**src/rtl/nn_pkg.sv**
```systemverilog
// Shared definitions for the neuron datapath: FSM encoding, default sizes
// and the counter-width helper.
package nn_pkg;

  typedef enum logic [2:0] {
    ST_IDLE    = 3'd0,
    ST_CLEAR   = 3'd1,
    ST_STREAM  = 3'd2,
    ST_DRAIN   = 3'd3,
    ST_CAPTURE = 3'd4,
    ST_HOLD    = 3'd5
  } state_e;

  localparam int DATA_WIDTH  = 8;
  localparam int VEC_LEN     = 16;
  localparam int MAC_LATENCY = 2;

  // Bits needed to hold values 0..n
  function automatic int cnt_width(input int n);
    return (n < 1) ? 1 : $clog2(n + 1);
  endfunction

endpackage

```
**src/rtl/mac_stream_driver_if.sv**
```systemverilog
// Operand stream, MAC control and result stream signals of the driver.
// master = driver side, slave = buffers / MAC / downstream side.
interface mac_stream_driver_if #(
  parameter int data_width = 8
) ();

  logic                      start;
  logic                      in_valid;
  logic                      in_ready;
  logic [data_width-1:0]     in_a;
  logic [data_width-1:0]     in_b;
  logic                      mac_enable;
  logic                      mac_clear;
  logic [data_width-1:0]     mac_num_1;
  logic [data_width-1:0]     mac_num_2;
  logic [2*data_width:0]     mac_result;
  logic                      out_valid;
  logic                      out_ready;
  logic [2*data_width:0]     out_data;
  logic                      busy;

  modport master (
    input  start, in_valid, in_a, in_b, mac_result, out_ready,
    output in_ready, mac_enable, mac_clear, mac_num_1, mac_num_2,
           out_valid, out_data, busy
  );

  modport slave (
    output start, in_valid, in_a, in_b, mac_result, out_ready,
    input  in_ready, mac_enable, mac_clear, mac_num_1, mac_num_2,
           out_valid, out_data, busy
  );

endinterface

```
**src/rtl/nn_up_counter.sv**
```systemverilog
// Up counter with synchronous clear, increment enable and a terminal-count flag.
module nn_up_counter #(
  parameter int WIDTH    = 4,
  parameter int TERMINAL = 0
) (
  input  logic clk,
  input  logic reset,
  input  logic clr,
  input  logic inc,
  output logic tc
);

  logic [WIDTH-1:0] count_r;

  // Count register; clear has priority over increment
  always_ff @(posedge clk or negedge reset) begin
    if (!reset) begin
      count_r <= {WIDTH{1'b0}};
    end else if (clr) begin
      count_r <= {WIDTH{1'b0}};
    end else if (inc) begin
      count_r <= count_r + WIDTH'(1'b1);
    end
  end

  assign tc = (count_r == WIDTH'(TERMINAL));

endmodule

```
**src/rtl/mac_stream_driver.sv**
```systemverilog
// Feeds VEC_LEN operand pairs into the MAC, flushes it and holds the dot product.
// Optional MAC_SKIP_ZERO_EN: pairs with a zero operand are counted but not clocked into the MAC.
module mac_stream_driver
  import nn_pkg::*;
#(
  parameter int data_width  = nn_pkg::DATA_WIDTH,
  parameter int VEC_LEN     = nn_pkg::VEC_LEN,
  parameter int MAC_LATENCY = nn_pkg::MAC_LATENCY
) (
  input logic                 clk,
  input logic                 reset,
  mac_stream_driver_if.master bus
);

  localparam int RES_W = 2 * data_width + 1;
  localparam int ELEM_W  = cnt_width(VEC_LEN);
  localparam int DRAIN_W = cnt_width(MAC_LATENCY);

  state_e                  state_r;
  state_e                  state_s;
  logic                    hs_s;
  logic                    pass_s;
  logic                    elem_tc_s;
  logic                    drain_tc_s;
  logic                    in_ready_s;
  logic                    mac_enable_s;
  logic                    mac_clear_s;
  logic [data_width-1:0]   num_1_s;
  logic [data_width-1:0]   num_2_s;
  logic                    out_valid_s;
  logic                    capture_s;
  logic [RES_W-1:0]        out_data_r;

  assign hs_s = bus.in_valid & (state_r == ST_STREAM);

`ifdef MAC_SKIP_ZERO_EN
  assign pass_s = (bus.in_a != {data_width{1'b0}}) && (bus.in_b != {data_width{1'b0}});
`else
  assign pass_s = 1'b1;
`endif

  nn_up_counter #(.WIDTH(ELEM_W), .TERMINAL(VEC_LEN - 1)) u_elem_cnt (
    .clk   (clk),
    .reset (reset),
    .clr   (state_r == ST_CLEAR),
    .inc   (hs_s),
    .tc    (elem_tc_s)
  );

  // Drain counter is held at zero outside DRAIN so every flush starts fresh
  nn_up_counter #(.WIDTH(DRAIN_W), .TERMINAL(MAC_LATENCY - 1)) u_drain_cnt (
    .clk   (clk),
    .reset (reset),
    .clr   (state_r != ST_DRAIN),
    .inc   (state_r == ST_DRAIN),
    .tc    (drain_tc_s)
  );

  // State register
  always_ff @(posedge clk or negedge reset) begin
    if (!reset) begin
      state_r <= ST_IDLE;
    end else begin
      state_r <= state_s;
    end
  end

  // Next-state and MAC/handshake control decode
  always_comb begin
    state_s      = state_r;
    in_ready_s   = 1'b0;
    mac_enable_s = 1'b0;
    mac_clear_s  = 1'b0;
    num_1_s      = {data_width{1'b0}};
    num_2_s      = {data_width{1'b0}};
    out_valid_s  = 1'b0;
    capture_s    = 1'b0;
    case (state_r)
      ST_IDLE: begin
        if (bus.start) state_s = ST_CLEAR;
        else           state_s = ST_IDLE;
      end
      ST_CLEAR: begin
        mac_clear_s = 1'b1;
        state_s     = ST_STREAM;
      end
      ST_STREAM: begin
        in_ready_s = 1'b1;
        if (hs_s && pass_s) begin
          mac_enable_s = 1'b1;
          num_1_s      = bus.in_a;
          num_2_s      = bus.in_b;
        end else begin
          mac_enable_s = 1'b0;
        end
        if (hs_s && elem_tc_s) state_s = ST_DRAIN;
        else                   state_s = ST_STREAM;
      end
      ST_DRAIN: begin
        // Zero operands push the last real products through the MAC pipeline
        mac_enable_s = 1'b1;
        if (drain_tc_s) state_s = ST_CAPTURE;
        else            state_s = ST_DRAIN;
      end
      ST_CAPTURE: begin
        capture_s = 1'b1;
        state_s   = ST_HOLD;
      end
      ST_HOLD: begin
        out_valid_s = 1'b1;
        if (bus.out_ready) state_s = bus.start ? ST_CLEAR : ST_IDLE;
        else               state_s = ST_HOLD;
      end
      default: begin
        state_s = ST_IDLE;
      end
    endcase
  end

  // Result capture register, stable through HOLD
  always_ff @(posedge clk or negedge reset) begin
    if (!reset) begin
      out_data_r <= {RES_W{1'b0}};
    end else if (capture_s) begin
      out_data_r <= bus.mac_result;
    end
  end

  assign bus.in_ready   = in_ready_s;
  assign bus.mac_enable = mac_enable_s;
  assign bus.mac_clear  = mac_clear_s;
  assign bus.mac_num_1  = num_1_s;
  assign bus.mac_num_2  = num_2_s;
  assign bus.out_valid  = out_valid_s;
  assign bus.out_data   = out_data_r;
  assign bus.busy       = (state_r != ST_IDLE);

endmodule

```
**src/flat_wrapper.sv**
```systemverilog
// flat-port wrapper written by rule: the top's interface ports become plain ports
module mac_stream_driver_flat import nn_pkg::*;
#(
  parameter int data_width  = nn_pkg::DATA_WIDTH,
  parameter int VEC_LEN     = nn_pkg::VEC_LEN,
  parameter int MAC_LATENCY = nn_pkg::MAC_LATENCY
)
  (clk, reset, bus_start, bus_in_valid, bus_in_a, bus_in_b, bus_mac_result, bus_out_ready, bus_in_ready, bus_mac_enable, bus_mac_clear, bus_mac_num_1, bus_mac_num_2, bus_out_valid, bus_out_data, bus_busy);
  mac_stream_driver_if #(.data_width(data_width)) bus_i ();
  input logic clk;
  input logic reset;
  input wire logic [$bits(bus_i.start)-1:0] bus_start;
  input wire logic [$bits(bus_i.in_valid)-1:0] bus_in_valid;
  input wire logic [$bits(bus_i.in_a)-1:0] bus_in_a;
  input wire logic [$bits(bus_i.in_b)-1:0] bus_in_b;
  input wire logic [$bits(bus_i.mac_result)-1:0] bus_mac_result;
  input wire logic [$bits(bus_i.out_ready)-1:0] bus_out_ready;
  output wire logic [$bits(bus_i.in_ready)-1:0] bus_in_ready;
  output wire logic [$bits(bus_i.mac_enable)-1:0] bus_mac_enable;
  output wire logic [$bits(bus_i.mac_clear)-1:0] bus_mac_clear;
  output wire logic [$bits(bus_i.mac_num_1)-1:0] bus_mac_num_1;
  output wire logic [$bits(bus_i.mac_num_2)-1:0] bus_mac_num_2;
  output wire logic [$bits(bus_i.out_valid)-1:0] bus_out_valid;
  output wire logic [$bits(bus_i.out_data)-1:0] bus_out_data;
  output wire logic [$bits(bus_i.busy)-1:0] bus_busy;
  assign bus_i.start = bus_start;
  assign bus_i.in_valid = bus_in_valid;
  assign bus_i.in_a = bus_in_a;
  assign bus_i.in_b = bus_in_b;
  assign bus_i.mac_result = bus_mac_result;
  assign bus_i.out_ready = bus_out_ready;
  assign bus_in_ready = bus_i.in_ready;
  assign bus_mac_enable = bus_i.mac_enable;
  assign bus_mac_clear = bus_i.mac_clear;
  assign bus_mac_num_1 = bus_i.mac_num_1;
  assign bus_mac_num_2 = bus_i.mac_num_2;
  assign bus_out_valid = bus_i.out_valid;
  assign bus_out_data = bus_i.out_data;
  assign bus_busy = bus_i.busy;
  mac_stream_driver #(.data_width(data_width), .VEC_LEN(VEC_LEN), .MAC_LATENCY(MAC_LATENCY)) u_core (.clk(clk), .reset(reset), .bus(bus_i));
endmodule
```
**config.mk**
```make
export PLATFORM = sky130hd
export DESIGN_NAME = mac_stream_driver_flat
export DESIGN_NICKNAME = d
export VERILOG_FILES = /design/src/rtl/nn_pkg.sv /design/src/rtl/mac_stream_driver_if.sv /design/src/rtl/nn_up_counter.sv /design/src/rtl/mac_stream_driver.sv /design/src/flat_wrapper.sv
export SDC_FILE = /design/constraint.sdc
export NUM_CORES = 1
export LEC_CHECK = 0
export CAP_MARGIN = 20
export CORE_MARGIN = 4
export CORE_UTILIZATION = 39
export CTS_BUF_LIST = sky130_fd_sc_hd__clkbuf_8
export DETAILED_ROUTE_END_ITERATION = 6
export GPL_ROUTABILITY_DRIVEN = 0
export GPL_TIMING_DRIVEN = 0
export PLACE_DENSITY_LB_ADDON = 0.15
export SLEW_MARGIN = 10
export SYNTH_ARGS = -nofsm -noshare
export SYNTH_HDL_FRONTEND = slang
export SYNTH_SLANG_ARGS = --single-unit
export TNS_END_PERCENT = 50
```
**constraint.sdc**
```tcl
create_clock -name clk -period 2.1 [get_ports clk]
set_input_delay 0.525 -clock clk [delete_from_list [all_inputs] [get_ports clk]]
set_output_delay 0.525 -clock clk [all_outputs]
set_load 0.02 [all_outputs]
```
==> results of run 1 <==
## state kept, by name, indices dropped and copies added, names as in the netlist
name	cells
u_core.state_r	3
u_core.u_elem_cnt.count_r	5
u_core.u_drain_cnt.count_r	2
u_core.bus.out_data	17
## cell usage after synthesis (all sizes together), types with 3 or more instances
library cell / instances
dfrtp: 27
mux2: 17
and2: 16
nor2: 7
buf: 4
inv: 4
ha: 3
nand2: 3
o21ai: 3
## stage by stage
stage / area (sq um) / hold WS [ps]
after floorplan: 1340 / 229
after global placement: 2150 / 421
after detailed placement: 2180 / 439
after CTS: 2250 / 451
after global routing: 2320 / 489
final: 2320 / 446
## where the power goes
part	switching, W	leakage (nW)	internal, W
clock	0.000153	0.0269	0.000131
sequential	0.000135	0.337	0.000742
combinational	0.000720	0.697	0.000890
total	0.00101	1.06	0.00176
## timing repair
action,4_1_cts,5_1_grt
gates resized for setup,104,29
buffers inserted,2,1
pin swaps,3,8
endpoints found under the setup margin,21,18
gates cloned,0,0
## cell type report
type | count | share of cell area
well taps | 46 | 0.0248
clock inverters | 1 | 0.00161
clock buffers | 3 | 0.0178
plain buffers | 6 | 0.0237
inverters | 4 | 0.00646
multi-input cells | 73 | 0.282
repair buffers | 79 | 0.353
flip-flops and latches | 27 | 0.291
## logic make-up (layout without fill, tap and decap cells)
group	after synthesis	count (layout)	synth area share
mux	18	18	0.178
simple gates	41	41	0.194
fa+ha+maj	3	3	0.0280
flops	27	27	0.504
buf+inv	10	93	0.0411
compound gates	11	11	0.0542
## worst max-delay path: stages, from the launching register on
cell     delay, ps
dfrtp_1        400
buf_2          190
or3b_4         430
inv_1          110
buf_4          150
## cell usage in the layout, fill, tap and decap left out, types with 5 or more instances in the layout
master | synthesis | layout
and2_4 | 0 | 15
buf_4 | 1 | 6
buf_6 | 0 | 15
clkdlybuf4s50_1 | 0 | 53
dfrtp_1 | 27 | 26
inv_1 | 4 | 5
mux2_2 | 7 | 7
mux2_4 | 10 | 10
nor2_1 | 7 | 7
## metal layers
| metal | up-vias | track usage | routed length, um |
|---|---|---|---|
| met1 | 524 | 0.195 | 1400 |
| met3 | 7 | 0.0472 | 389 |
| li1 | 543 | - | - |
| met4 | 0 | 0.0787 | 87 |
| met2 | 67 | 0.290 | 1670 |
| met5 | - | 0 | 0 |
## final timing paths
kind / end / cells after the start / slack (ps)
setup / recovery: bus_mac_clear / 4 / 30
hold / removal: u_core.u_drain_cnt.count_r[0] / 1 / 450
setup reg to reg: u_core.bus.out_data[2] / 5 / 320
hold reg to reg: u_core.u_drain_cnt.count_r[0] / 1 / 450
max in group asynchronous: u_core.u_elem_cnt.count_r[3] / 2 / 990
min in group asynchronous: u_core.bus.out_data[10] / 1 / 620
==> out/qor.txt, run 1 <==
Placed Cells -> 232
Final setup viols -> 0
RSZ-0062 raised after global routing -> yes
Period utilization -> 0.987
Initial Utilization -> 0.402
I/O pin count -> 76
Area leader, netlist -> dfrtp_1
Avg WL per Cell -> 14.8 um
Maximum vdd drop -> 0.457 mV
Routed WL -> 3550 um
CTS tree -> yes
Power Density -> 1190 mW/mm^2
Share of the synthesized area in the top cell type -> 0.504
Top achievable clock speed -> 483 MHz
Initial DRC count -> 19
Detail Route Antenna Nets -> 0
DR vias -> 1141
HP Class -> reg2reg
Distinct cells, synth -> 31
FILL cells -> 238
CP endpoint kind -> primary output
Worst Setup SP -> u_core.state_r[1]
Worst rel slew slack -> 0.603
Ant diodes -> 0
Asr flop ratio synth -> 1.00
Cts hold-fix bufs -> 0
Clock Latency Late Sink -> 270 ps
Initial antenna violation count -> 0
Mapped Avg Cell Area -> 12.2 sq um
Core ar. -> 0.00334 sq mm
Clock-pin slew on the worst setup and hold paths -> 90 ps
Post-synthesis instance total -> 110
Root Driver -> clkbuf_8
Ranking of synthesized cells by area -> dfrtp_1, mux2_4, and2_1
Post-synth EDFFs -> 0
Worst-margin pin slew -> 593 ps
Required @ worst endpoint -> 1570 ps
Finished Layout Cells -> 239
Worst reg2reg startpoint -> u_core.state_r[0]
Setup slack at placement -> -1080 ps
DR pass1 iterations -> 3
CTS buffer count -> 3
CP Max Fanout -> 10
Total gr overflow -> 0
# DRC -> 0
Total Nets Final -> 235
All-layer global routing usage -> 0.170
Layout area overhead -> 73.5%
Ys flop type -> dfrtp_1
Chip height -> 66.6 um
Post-route total power -> 0.00277 W
CTS Buffer Depth -> 2
Multi-input logic area -> 656 sq um
CTS H-tree lvls -> 1
Final Hold Vio Count -> 0
Hold Crit Start -> u_core.u_drain_cnt.count_r[0]
Number of port buffers -> 75
Syn. warnings -> 0
Minimum clock period -> 2070 ps
Clock Skews -> 4.93 ps
P_leak -> 1.06 nW
Vias in the first global route -> 1287
Largest net degree at the start of global routing -> 18
Row count -> 21
Storage cell area -> 677 sq um
WP data arrival -> 1550 ps
Synth Cell Area -> 0.00134 sq mm
Total Neg Setup Slack -> 0 ps
Post-layout worst setup margin -> 28.3 ps
Share of post-route cells with drive strength above 1 -> 0.352
Setup CP Type -> reg2out
Full die area -> 0.00444 sq mm
Synthesis-stage register bit count -> 27
Sequential area share after synthesis -> 0.504
Syn Nets -> 151
Clk sinks -> 27
Final core utilization -> 0.697
Pins Over Slew Limit -> 0
Post-DP HPWL -> 2560 um
Vias/cell -> 4.77
Crit path launch type -> flip-flop
Max-cap viol count -> 0
Die X -> 66.6 um
First-pass GRT wire length -> 5820 um
Outcome -> finished, final reports clean
No activity file was read; power rests on OpenSTA's default activity.
==> run 2, diff against run 1 <==
--- a/config.mk
+++ b/config.mk
@@ -6,6 +6,7 @@
 export NUM_CORES = 1
 export LEC_CHECK = 0
 export CAP_MARGIN = 20
+export CORE_ASPECT_RATIO = 1.2
 export CORE_MARGIN = 4
 export CORE_UTILIZATION = 39
 export CTS_BUF_LIST = sky130_fd_sc_hd__clkbuf_8
==> run 2 against run 1 <==
Effect of this change: fmax grew 1.9%; clock skew shrank 1.0 ps; global-route usage down 1.6 points; flip-flop and latch count unchanged; critical endpoint is now bus_mac_num_1[1]; highest routed layer unchanged.
==> out/qor.txt, run 2 (same netlist as run 1, synthesis figures left out) <==
Final setup viols -> 0 (unchanged)
Total Nets Final -> 237 (+0.85%)
Final Hold Vio Count -> 0 (unchanged)
Period utilization -> 0.968 (-0.0187)
Crit-path most repeated cell -> buf_4
Top Family by Delay on Critical Path -> flip-flops
Ant diodes -> 0 (unchanged)
Power Density -> 1200 mW/mm^2 (+0.51%)
Worst hold path stage count -> 1 (unchanged)
Worst reg2reg endpoint -> u_core.bus.out_data[1]
Hold Crit Start -> u_core.u_drain_cnt.count_r[0]
Required @ worst endpoint -> 1570 ps (about the same)
CP max stage cell -> dfrtp_2
Setup CP Type -> reg2out
Initial DRC count -> 27 (+8)
WP data arrival -> 1510 ps (-40 ps)
Top achievable clock speed -> 492 MHz (+1.9%)
Number of port buffers -> 75 (unchanged)
Worst R2R Path Depth -> 5 (unchanged)
Commonest non-fill, non-tap cell in the layout -> clkdlybuf4s50_1
CTS Buffer Depth -> 2 (unchanged)
Detail Route Antenna Nets -> 0 (unchanged)
Critical Path, Cell by Cell -> nor4bb_1, buf_4, buf_4, and2_1, buf_6
Layout area overhead -> 69.5%
Worst reg2reg startpoint -> u_core.state_r[0]
Clock Skews -> 3.91 ps (-1.03 ps)
Pins Over Slew Limit -> 0 (unchanged)
CTS H-tree lvls -> 1 (unchanged)
Initial antenna violation count -> 0 (unchanged)
Routed WL -> 3450 um (-2.6%)
Minimum clock period -> 2030 ps (-39.3 ps)
Cts hold-fix bufs -> 0 (unchanged)
Worst R2R Setup Slack -> 330 ps (about the same)
HP Class -> reg2reg
GRT Max-Usage Layer -> met2
Max incr delay on CP -> 430 ps (about the same)
I/O pin count -> 76 (unchanged)
CP Max Fanout -> 5 (-5)
Met2 usage -> 0.304 (+0.0142)
Max-cap viol count -> 0 (unchanged)
Share of post-route cells with drive strength above 1 -> 0.328 (-0.0241)
Clk sinks -> 27 (unchanged)
CP endpoint kind -> primary output
Clock-pin slew on the worst setup and hold paths -> 90 ps (about the same)
Full die area -> 0.00444 sq mm (about the same)
CTS buffer count -> 3 (unchanged)
Post-DP HPWL -> 2750 um (+7.4%)
Worst-margin pin slew -> 605 ps (+11.3 ps)
GR Util met1 -> 0.154 (-0.0407)
Total Neg Setup Slack -> 0 ps (unchanged)
First-pass GRT wire length -> 5190 um (-11%)
P_leak -> 1.04 nW (-1.6%)
Largest net degree at the start of global routing -> 16 (-2)
Core ar. -> 0.00334 sq mm (about the same)
Vias in the first global route -> 1198 (-6.9%)
Worst rel slew slack -> 0.596 (-0.00756)
Avg WL per Cell -> 14.9 um (+0.34%)
Root Driver -> clkbuf_8
Row count -> 23 (+9.5%)
DR vias -> 1129 (-1.1%)
Clock Latency Late Sink -> 270 ps (about the same)
Crit path launch type -> flip-flop
Crit path buf inv count -> 3 (unchanged)
Die X -> 61.5 um (-7.7%)
Vias/cell -> 4.87 (+1.9%)
Most frequent cells in the layout -> clkdlybuf4s50_1, dfrtp_1, buf_6, buf_4, mux2_4
RSZ-0062 raised after global routing -> yes
DR pass1 iterations -> 4 (+1)
Final core utilization -> 0.680 (-0.0164)
Total gr overflow -> 0 (unchanged)
Chip height -> 72.2 um (+8.4%)
Met3 GRT Util -> 0.0249 (-0.0223)
FILL cells -> 263 (+11%)
Largest register FFs -> 17 (unchanged)
Maximum vdd drop -> 0.745 mV (+63%)
Worst Hold Path EP -> u_core.u_drain_cnt.count_r[0]
# DRC -> 0 (unchanged)
Initial Utilization -> 0.401 (about the same)
All-layer global routing usage -> 0.154 (-0.0159)
Outcome -> finished, final reports clean
CTS tree -> yes
==> run 2: cell count changes in the layout (fill, tap and decap cells not counted), sizes merged <==
cell	before	now
clkinv	0	1
buf	26	29
inv	5	4
clkbuf	5	4
==> run 2: per-layer routing <==
layer,vias to the layer above,share of wire
li1,545,-
met1,547,0.35
met2,33,0.59
met3,4,0.062
met4,0,0.0067
met5,-,0
==> run 2: stage by stage <==
| step | std cells | area (sq um) | hold slack, ps | setup slack (ps) | power [W] |
|---|---|---|---|---|---|
| floorplan | 110 | 1340 | 229 | 181 | 0.00166 |
| global placement | 222 | 2140 | 420 | -994 | 0.00231 |
| detailed placement | 223 | 2150 | 441 | -1060 | 0.00236 |
| CTS | 231 | 2170 | 454 | -107 | 0.00263 |
| global route | 232 | 2270 | 472 | -20.3 | 0.00287 |
| finish | 232 | 2270 | 449 | 67.6 | 0.00272 |
==> run 2: worst max path at each step <==
| stage | slack, ps | startpoint | to | cells past startpoint |
|---|---|---|---|---|
| detailed placement | -1060 | bus_in_valid | bus_mac_num_2[1] | 6 |
| global placement | -990 | bus_in_valid | bus_mac_num_1[5] | 6 |
| floorplan | 180 | bus_in_valid | bus_mac_num_1[4] | 4 |
| finish | 70 | u_core.state_r[0] | bus_mac_num_1[1] | 5 |
| CTS | -110 | u_core.state_r[1] | bus_mac_clear | 4 |
| global route | -20 | u_core.state_r[0] | bus_mac_num_1[3] | 5 |
==> run 2: what timing repair did <==
action / CTS / global route
setup endpoints to repair: 21 / 18
hold endpoints to repair: 0 / 0
setup buffers: 4 / 1
pin swaps: 1 / 2
gates resized for setup: 81 / 43
==> run 2: power breakdown <==
part / total (W) / switching (W) / internal [W]
registers: 0.000874 / 0.000132 / 0.000742
logic: 0.00156 / 0.000701 / 0.000855
clock network: 0.000291 / 0.000158 / 0.000133
total: 0.00272 / 0.000991 / 0.00173
==> run 2: final cells by class <==
| type | count | area, sq um | area share |
|---|---|---|---|
| clock inverters | 1 | 5.00 | 0.00220 |
| multi-input cells | 73 | 632 | 0.278 |
| repair buffers | 81 | 800 | 0.352 |
| clock buffers | 3 | 41.3 | 0.0182 |
| flip-flops and latches | 27 | 677 | 0.298 |
| plain buffers | 6 | 55.1 | 0.0242 |
| inverters | 4 | 15.0 | 0.00661 |
| well taps | 37 | 46.3 | 0.0204 |
==> run 2: worst register-to-register path: stages, from the launching register on <==
cell and delay [ps]:
dfrtp_2 430, buf_4 130, buf_4 140, nor3b_4 420
buf_8 230, mux2_4 310
